--- config.mk ---
export PLATFORM = sky130hd
export DESIGN_NAME = quarter_accum
export DESIGN_NICKNAME = d
export VERILOG_FILES = /design/src/rtl/quarter_accum_pkg.sv /design/src/rtl/quarter_accum_lane.sv /design/src/rtl/quarter_accum.sv
export SDC_FILE = /design/constraint.sdc
export NUM_CORES = 1
export LEC_CHECK = 0
export CORE_ASPECT_RATIO = 1.25
export CORE_MARGIN = 4
export CORE_UTILIZATION = 40
export CTS_CLUSTER_SIZE = 8
export DETAILED_ROUTE_END_ITERATION = 6
export HOLD_SLACK_MARGIN = 0.12
export PLACE_DENSITY = 0.67
export SKIP_CTS_REPAIR_TIMING = 1
export SLEW_MARGIN = 20
export SYNTH_ARGS = -nofsm -noshare
export SYNTH_HDL_FRONTEND = slang
export SYNTH_SLANG_ARGS = --single-unit
--- constraint.sdc ---
create_clock -name clk -period 10.45 [get_ports clk]
set_input_delay 1.045 -clock clk [delete_from_list [all_inputs] [get_ports clk]]
set_output_delay 1.045 -clock clk [all_outputs]
set_load 0.02 [all_outputs]
--- src/rtl/quarter_accum_pkg.sv ---
// Shared types and lane-unpacking helpers for the quarter_accum accumulation stage.
// Build option: QUARTER_ACCUM_SAT_EN enables saturating lane accumulation.
package quarter_accum_pkg;

    localparam int QA_LANES = 4;
    // A lane is at most 16 bits; one extra bit carries its sign so callers can
    // widen to any accumulator width with a plain signed cast.
    localparam int QA_EXT_W = 17;

    typedef enum logic [1:0] {
        QA_MODE_1L   = 2'd0,
        QA_MODE_2L   = 2'd1,
        QA_MODE_4L   = 2'd2,
        QA_MODE_RSVD = 2'd3
    } qa_mode_e;

    typedef enum logic [1:0] {
        QA_IDLE  = 2'd0,
        QA_ACCUM = 2'd1,
        QA_HOLD  = 2'd2
    } qa_state_e;

    function automatic logic [QA_EXT_W-1:0] lane_extend(
        input logic [15:0] word,
        input qa_mode_e    mode,
        input logic        sgn,
        input logic [1:0]  k
    );
        logic [7:0] byte_v;
        logic [3:0] nib_v;
        logic [QA_EXT_W-1:0] r;
        byte_v = k[0] ? word[15:8] : word[7:0];
        case (k)
            2'd0:    nib_v = word[3:0];
            2'd1:    nib_v = word[7:4];
            2'd2:    nib_v = word[11:8];
            default: nib_v = word[15:12];
        endcase
        r = '0;
        case (mode)
            QA_MODE_1L: if (k == 2'd0) r = {sgn & word[15], word};
            QA_MODE_2L: if (!k[1])     r = {{9{sgn & byte_v[7]}}, byte_v};
            QA_MODE_4L:                r = {{13{sgn & nib_v[3]}}, nib_v};
            default:                   r = '0;
        endcase
        return r;
    endfunction

    // Lanes beyond the mode's lane count are forced to zero at the output.
    function automatic logic lane_used(input qa_mode_e mode, input logic [1:0] k);
        case (mode)
            QA_MODE_1L: return k == 2'd0;
            QA_MODE_2L: return !k[1];
            QA_MODE_4L: return 1'b1;
            default:    return 1'b0;
        endcase
    endfunction

endpackage

--- src/rtl/quarter_accum_lane.sv ---
// One per-lane accumulator: load on the first beat, add on later beats,
// optional saturation (QUARTER_ACCUM_SAT_EN) with a sticky flag.
module quarter_accum_lane #(
    parameter int ACC_W = 24
) (
    input  logic             clk,
    input  logic             reset,
    input  logic             clr,
    input  logic             load,
    input  logic             add,
`ifdef QUARTER_ACCUM_SAT_EN
    input  logic             sgn,
`endif
    input  logic [ACC_W-1:0] operand,
    output logic [ACC_W-1:0] acc,
    output logic             sat
);
    import quarter_accum_pkg::*;

    logic [ACC_W-1:0] sum;
    logic             ovf;

`ifdef QUARTER_ACCUM_SAT_EN
    logic [ACC_W:0] wide;

    // NOTE: every variable gets a default first so no path leaves it unassigned (no latch).
    always_comb begin
        wide = '0;
        ovf  = 1'b0;
        sum  = '0;
        if (sgn) begin
            wide = {acc[ACC_W-1], acc} + {operand[ACC_W-1], operand};
            ovf  = wide[ACC_W] ^ wide[ACC_W-1];
            if (!ovf)
                sum = wide[ACC_W-1:0];
            else if (wide[ACC_W])
                sum = {1'b1, {(ACC_W-1){1'b0}}};
            else
                sum = {1'b0, {(ACC_W-1){1'b1}}};
        end else begin
            wide = {1'b0, acc} + {1'b0, operand};
            ovf  = wide[ACC_W];
            sum  = ovf ? '1 : wide[ACC_W-1:0];
        end
    end
`else
    assign sum = acc + operand;
    assign ovf = 1'b0;
`endif

    // NOTE: sequential state uses non-blocking assignments so all registers update together.
    always_ff @(posedge clk or posedge reset) begin
        if (reset) begin
            acc <= '0;
            sat <= 1'b0;
        end else if (clr) begin
            acc <= '0;
            sat <= 1'b0;
        end else if (load) begin
            acc <= operand;
            sat <= 1'b0;
        end else if (add) begin
            acc <= sum;
            sat <= sat | ovf;
        end
    end

endmodule

--- src/rtl/quarter_accum.sv ---
// Unpacks 16-bit product words into 1/2/4 lanes and accumulates each lane over a
// dot-product group, presenting the result on a valid/ready port (QUARTER_ACCUM_SAT_EN optional).
module quarter_accum #(
    parameter int ACC_W = 24,
    parameter int CNT_W = 10
) (
    input  logic               clk,
    input  logic               reset,
    input  logic               in_valid,
    output logic               in_ready,
    input  logic [15:0]        in_data,
    input  logic [1:0]         in_mode,
    input  logic               in_signed,
    input  logic               in_last,
    output logic               out_valid,
    input  logic               out_ready,
    output logic [4*ACC_W-1:0] out_data,
    output logic [1:0]         out_mode,
    output logic [CNT_W-1:0]   out_count,
    output logic [3:0]         out_sat
);
    import quarter_accum_pkg::*;

    localparam logic [CNT_W-1:0] CNT_MAX = '1;

    qa_state_e        state;
    qa_mode_e         mode_q;
    logic             signed_q;
    logic [CNT_W-1:0] count;

    logic             accept;
    logic             handshake;
    logic             close;
    logic [CNT_W-1:0] cnt_next;
    qa_mode_e         eff_mode;
    logic             eff_signed;

    assign accept    = in_valid && in_ready;
    assign handshake = out_valid && out_ready;
    // The first beat of a group decodes with its own mode/sign; later beats use the latch.
    assign eff_mode   = (state == QA_IDLE) ? qa_mode_e'(in_mode) : mode_q;
    assign eff_signed = (state == QA_IDLE) ? in_signed : signed_q;
    assign cnt_next   = (state == QA_IDLE) ? CNT_W'(1) : count + 1'b1;
    assign close      = in_last || (cnt_next == CNT_MAX);

    always_ff @(posedge clk or posedge reset) begin
        if (reset) begin
            state     <= QA_IDLE;
            in_ready  <= 1'b1;
            out_valid <= 1'b0;
            count     <= '0;
            mode_q    <= QA_MODE_1L;
            signed_q  <= 1'b0;
        end else begin
            case (state)
                QA_IDLE, QA_ACCUM: begin
                    if (accept) begin
                        count <= cnt_next;
                        if (state == QA_IDLE) begin
                            mode_q   <= qa_mode_e'(in_mode);
                            signed_q <= in_signed;
                        end
                        if (close) begin
                            state     <= QA_HOLD;
                            in_ready  <= 1'b0;
                            out_valid <= 1'b1;
                        end else begin
                            state <= QA_ACCUM;
                        end
                    end
                end
                QA_HOLD: begin
                    if (out_ready) begin
                        state     <= QA_IDLE;
                        in_ready  <= 1'b1;
                        out_valid <= 1'b0;
                        count     <= '0;
                    end
                end
                default: begin
                    state     <= QA_IDLE;
                    in_ready  <= 1'b1;
                    out_valid <= 1'b0;
                end
            endcase
        end
    end

    for (genvar k = 0; k < QA_LANES; k++) begin : g_lane
        logic [QA_EXT_W-1:0] ext;
        logic [ACC_W-1:0]    operand;
        logic [ACC_W-1:0]    acc;
        logic                sat;

        assign ext     = lane_extend(in_data, eff_mode, eff_signed, 2'(k));
        assign operand = ACC_W'(signed'(ext));

        quarter_accum_lane #(.ACC_W(ACC_W)) u_lane (
            .clk     (clk),
            .reset   (reset),
            .clr     (handshake),
            .load    (accept && (state == QA_IDLE)),
            .add     (accept && (state == QA_ACCUM)),
`ifdef QUARTER_ACCUM_SAT_EN
            .sgn     (eff_signed),
`endif
            .operand (operand),
            .acc     (acc),
            .sat     (sat)
        );

        assign out_data[k*ACC_W +: ACC_W] = lane_used(mode_q, 2'(k)) ? acc : '0;
        assign out_sat[k]                 = lane_used(mode_q, 2'(k)) && sat;
    end

    assign out_mode  = mode_q;
    assign out_count = count;

endmodule

== Word-level counts from Yosys, hierarchy flattened ==
Cells that the tools add are included.
Word-level totals
  flip-flop bits (word level): 114
  bits of input ports: 24
  output and inout bits: 114
  word-level logic and storage cells: 94
Cells by class
  $add $sub $neg: 5
  equality and inequality tests: 10
  multiplexer cells: 43
  bitwise logic cells: 4
  reduce and logical (&&, ||, !) cells: 21
Operators by type and width (number)
  two-way mux 24 bit: 16
  adder 24 bit: 4
  case mux 17 bit (3 select lines): 1
  two-way mux 17 bit: 2
  case mux 17 bit (2 select lines): 1
  two-way mux 10 bit: 3
  case mux 10 bit (2 select lines): 1
  two-way mux 1 bit: 12
  adder 10 x 1 -> 10 bit (second input constant): 1
  == test 10 bit (second input constant): 1
  two-way mux 2 bit: 4
  logical AND 1 bit: 7
  == test 2 x 1 -> 1 bit (second input constant): 3
  == test 2 bit (second input constant): 3
  zero test 2 bit: 3
  inequality test 2 bit (second input constant): 3
  AND reduction 3 bit: 2
  AND 1 bit: 4
  case mux 1 bit (2 select lines): 2
  case mux 2 bit (2 select lines): 1
  AND reduction 2 bit: 2
  nonzero test 2 bit: 2
  OR reduction 2 bit: 2
  nonzero test 3 bit: 1
  other kinds (2): 2

== Depth between registers and ports, before layout ==
  word-level depth: 8
  gate-level depth with buffers: 26
  gate-level depth less buffers: 24

== By module ==
A second synthesis with hierarchy kept.
Unflattened totals
  cells, all modules: 1420
  area, all modules: 11457.2 um^2
Modules (own cells, without submodules)
  quarter_accum_lane (g_lane[1].u_lane ...): times used 3, cells each 274, area an instance 2309.7 um^2, seq. area each 600.6 um^2
  quarter_accum_lane (g_lane[0].u_lane): times used 1, cells each 297, area an instance 2422.3 um^2, seq. area each 600.6 um^2
  quarter_accum: times used 1, cells each 301, area an instance 2105.8 um^2, seq. area each 426.7 um^2

== Worst setup path before layout ==
OpenSTA, ideal clock, no wires.
  kind: input to register
  start point: in in_mode[0]
  end point: reg g_lane[0].u_lane.acc[22]
  data arrival time: 5.477 ns
  setup slack: 4.904 ns
  stages: 24
  path through: mux2i_1 inv_1 ha_1 clkbuf_1 clkbuf_1 nor2_1 nand2_1 inv_1 ha_1 inv_1 fa_1 nand2b_1 a221oi_1 o221ai_1 o21a_1 o211a_1 o31ai_2 a31oi_1 o31ai_2 maj3_1 and2_4 o2111ai_2 a211o_1 nand3_1
On the way
  cells in the longest elaborated chain, start to end: 7
  elaborated cells between the ends (all ways): 9
RTL lines
  from (decl): RTL line quarter_accum.sv:12  | input logic [1:0] in_mode,
  two-way mux 2 bit (*)
  via eff_mode[0]: RTL line quarter_accum.sv:35  | qa_mode_e eff_mode;
  == test 2 bit (tied with other cells): RTL line quarter_accum_pkg.sv:40  | case (mode)
  case mux 17 bit (3 select lines) (*): RTL line quarter_accum_pkg.sv:40
  adder 24 bit: RTL line quarter_accum_lane.sv:47  | assign sum = acc + operand;
  two-way mux 24 bit: RTL line quarter_accum_lane.sv:62  | end else if (add) begin
  two-way mux 24 bit (*): RTL line quarter_accum_lane.sv:59  | end else if (load) begin
  two-way mux 24 bit (*): RTL line quarter_accum_lane.sv:56  | end else if (clr) begin
  to (signal assigned): RTL line quarter_accum_lane.sv:60  | acc <= operand;
  to (signal assigned): RTL line quarter_accum_lane.sv:63  | acc <= sum;
  to (decl): RTL line quarter_accum_lane.sv:15  | output logic [ACC_W-1:0] acc,
Mark *: on every way through the listed nets, which the timed path passes. The rest lies on a longest branch. The select of a mux whose other input is x is not followed.
A chain may end at the register's enable or synchronous reset.

== Worst setup path in the final report ==
  start point: in in_mode[0]
  end point: reg g_lane[0].u_lane.acc[22]
On the way
  cells in the longest elaborated chain, start to end: 7
  elaborated cells between the ends (all ways): 9
RTL lines (RTL line)
  two-way mux 2 bit (*)
  == test 2 bit (tied with other cells): quarter_accum_pkg.sv:40
  case mux 17 bit (3 select lines) (*): quarter_accum_pkg.sv:40
  adder 24 bit: quarter_accum_lane.sv:47
  two-way mux 24 bit: quarter_accum_lane.sv:62
  two-way mux 24 bit (*): quarter_accum_lane.sv:59
  two-way mux 24 bit (*): quarter_accum_lane.sv:56
Mark *: on every way between the ends. The rest lies on a longest branch, timed or not. The select of a mux whose other input is x is not followed.

==> impl_metrics.py <==
metrics = {
    "place": {
        "place_congestion": 0.928,
        "portBuffers": 133,
        "place_ws_ns": 3.95,
        "detailed_place.area_um2": 12300,
        "post-place-cells": 1840,
        "dp_hpwl_um": 21600,
    },
    "route": {
        "totalWireLength_um": 30400,
        "wl_per_cell_um": 16.3,
        "ant_nets": 0,
        "drtIter0Drc": 553,
        "vias": 10500,
        "remaining_drc_errors": 0,
        "viasPerCell": 5.61,
        "drtPass1Iterations": 5,
    },
    "global_routing": {
        "grt_max_degree": 69,
        "gr-total-overflow": 0,
        "grt_antenna_before_repair": 0,
        "grt_first_pass_wirelength_um": 50300,
        "first_global_vias": 10346,
        "gr-usage-all-layers_pct": 20.4,
    },
    "clocking": {
        "cts_tree": "built",
        "clockBufferDepth": 2,
        "root_buffer": "clkbuf_16",
        "cts.htree.levels": 4,
        "insertion_delay_ns": 0.41,
        "clk_pin_slew_ns": 0.06,
        "cts_buffers": 17,
        "cts_sinks": 113,
    },
    "synth": {
        "synthArstFlopShare_pct": 100,
        "synth_top_cell_area_share_pct": 26.1,
        "synthTopCellsByArea": "dfrtp_1 26%, ha_1 9.8%, o21ai_0 6.0%",
        "synth-seq-area-share_pct": 26.4,
        "ys_warn_count": 0,
        "ys_types": 79,
        "syn_area_per_cell_um2": 7.55,
        "syn_inst": 1422,
        "yosysTopAreaCell": "dfrtp_1",
        "netlist_area_um2": 10700,
        "ys.flop_type": "dfrtp_1",
        "synth-seq-cells": 113,
        "synth-edff-count": 0,
    },
    "sta": {
        "final_hold_viol_count": 0,
        "slew_viol_final": 0,
        "slew_headroom_pct": 35.8,
        "final.min_clock_period_ns": 6.18,
        "finalSetupTns_ns": 0,
        "worstMarginPinSlew_ns": 0.963,
        "max_freq_ghz": 0.162,
        "layout_setup_ws_ns": 4.27,
        "fin_worst_skew_ns": 0.0107,
        "post-route-period-util_pct": 59.1,
        "setup_viol": 0,
        "rsz0062_at_grt": "false",
        "fin_hold_ws_ns": 0.497,
    },
    "critical_path": {
        "worstSetupStartpointType": "input port",
        "startpoint": "in_mode[0]",
        "worstPathArrival_ns": 6.53,
        "crit_type": "in -> reg",
        "cp.required_ns": 10.80,
        "reg2reg_from": "state[1]",
        "endpoint_kind": "register",
        "cp_max_fo": 18,
    },
    "pwr": {
        "power.switching_mw": 0.290,
        "clock_power_share_pct": 51.3,
        "pwr-share-seq_pct": 39.4,
        "p_sw_share_pct": 26.0,
        "p_comb_share_pct": 9.3,
        "p_int_mw": 0.824,
        "finalPower_mw": 1.11,
        "p_leak_nw": 5.70,
        "p_per_area_nw_per_um2": 86.3,
        "irDropWorstVdd_mv": 0.101,
    },
    "floorplanning": {
        "num_rows": 66,
        "die_w_um": 154,
        "die-height_um": 191,
        "start_util_pct": 40.9,
        "io_pins": 138,
        "core_um2": 26300,
        "dieArea_um2": 29500,
    },
    "final_layout": {
        "drive_above_1_share_pct": 5.48,
        "nNetsFinal": 1631,
        "syn_to_final_growth_pct": 20.3,
        "post-route-util_pct": 49.1,
        "design_area_um2": 12900,
        "final_cells": 1872,
        "antenna_cells": 0,
    },
    "job": {
        "cap_violations": 0,
    },
    "hold_path": {
        "min_path_type": "reg -> reg",
        "holdCritStartpoint": "in_ready",
    },
    "outcome": {
        "status": "complete, no violations",
    },
}
per-layer routing:
layer,up-vias,wire [um],track usage [%]
li1,5242,-,-
met1,4971,13700,25.4
met2,247,15000,36.3
met3,40,1220,3.10
met4,0,568,6.39
met5,-,0,0
cell usage after synthesis (4+ instances only):
cell,instances
nor2_1,172
nand2_1,153
o21ai_0,129
a21oi_1,126
dfrtp_1,112
ha_1,84
and2_1,66
clkbuf_1,61
xnor2_1,50
inv_1,48
nor2b_1,45
a21o_1,33
a211oi_1,27
nand3_1,27
nor3_1,27
mux2i_1,17
o21bai_1,17
a31oi_1,16
xor2_1,16
or3_1,13
o21ai_1,12
and3_1,10
o21a_1,10
or2_2,10
nand2b_1,9
o211ai_1,9
o22ai_1,9
a22oi_1,8
maj3_1,8
mux2_2,6
o31ai_1,6
a221oi_1,4
a22o_1,4
a32oi_1,4
buf_4,4
fa_1,4
nand4_1,4
o41ai_1,4
layout make-up:
type / instances / area [um2]
Fill cell: 2588 / 13400
Timing Repair Buffer: 146 / 1430
Inverter: 50 / 190
Clock inverter: 15 / 144
Multi-Input combinational cell: 1191 / 7460
Tap cell: 340 / 425
Clock buffer: 17 / 425
Sequential cell: 113 / 2830
state kept, by name (all words and copies together), names as in the netlist:
register / flops
out_mode: 2
in_ready: 1
signed_q: 1
state: 2
g_lane.u_lane.acc: 96
out_valid: 1
out_count: 10
worst max-delay path, stage by stage:
cell and delay [ns]:
clkdlybuf4s50_1 0.42, mux2i_1 0.37, ha_1 0.58, nor3_1 0.19, nor2_1 0.23, nand2_1 0.11
inv_1 0.06, ha_1 0.15, inv_1 0.05, fa_1 0.38, nand2b_1 0.16, a221oi_1 0.31
o221ai_1 0.25, o21a_1 0.25, o211a_1 0.24, o31ai_2 0.33, a21oi_1 0.17, o31ai_2 0.28
maj3_1 0.26, and2_4 0.18, o2111ai_2 0.14, a211o_1 0.31, nand3_1 0.06
kinds of logic (layout without fill, tap and decap cells):
logic type / count (synthesis) / count (layout) / synth area share, %
compound gates: 457 / 457 / 26.5
xor+xnor: 66 / 66 / 5.39
mux: 23 / 23 / 2.22
other cells: 1 / 4 / 0.0349
buf+inv: 121 / 228 / 4.48
fa+ha+maj: 96 / 96 / 11.3
simple gates: 545 / 545 / 23.7
flops: 113 / 113 / 26.4
power groups by stage:
stage          clock [mW]  combinational (mW)  sequential [mW]
2_1_floorplan           0              0.0737            0.446
3_3_place_gp            0               0.102            0.447
3_5_place_dp            0               0.104            0.447
4_1_cts             0.584               0.104            0.439
5_1_grt             0.603               0.116            0.439
6_report            0.571               0.104            0.439
cell usage in the layout (no fill, tap or decap), types with 7 or more instances in the layout:
| cell | count |
|---|---|
| and3_1 | 10 |
| inv_1 | 47 |
| nand2b_1 | 9 |
| o21bai_1 | 17 |
| buf_4 | 13 |
| a21oi_1 | 126 |
| nand3_1 | 27 |
| a22oi_1 | 8 |
| o211ai_1 | 9 |
| nor2b_1 | 45 |
| or2_2 | 10 |
| o22ai_1 | 9 |
| ha_1 | 84 |
| o21ai_0 | 129 |
| clkinv_2 | 7 |
| a31oi_1 | 16 |
| or3_1 | 13 |
| nor3_1 | 27 |
| mux2i_1 | 17 |
| xor2_1 | 16 |
| clkbuf_16 | 17 |
| and2_1 | 66 |
| a211oi_1 | 27 |
| a21o_1 | 33 |
| o21ai_1 | 10 |
| dfrtp_1 | 111 |
| nand2_1 | 153 |
| clkdlybuf4s50_1 | 133 |
| o21a_1 | 10 |
| xnor2_1 | 50 |
| maj3_1 | 8 |
| nor2_1 | 169 |
final timing paths:
path                                             to  slack [ns]  depth (start not counted)
min reg2reg                                in_ready        0.50                          2
max reg2reg                g_lane[0].u_lane.acc[22]        4.28                         23
min                                        in_ready        0.50                          2
max in group asynchronous                  state[0]        7.95                          3
min in group asynchronous  g_lane[3].u_lane.acc[14]        1.07                          2
max                        g_lane[0].u_lane.acc[22]        4.27                         23
Note: power is estimated with default switching activity, not from simulation.
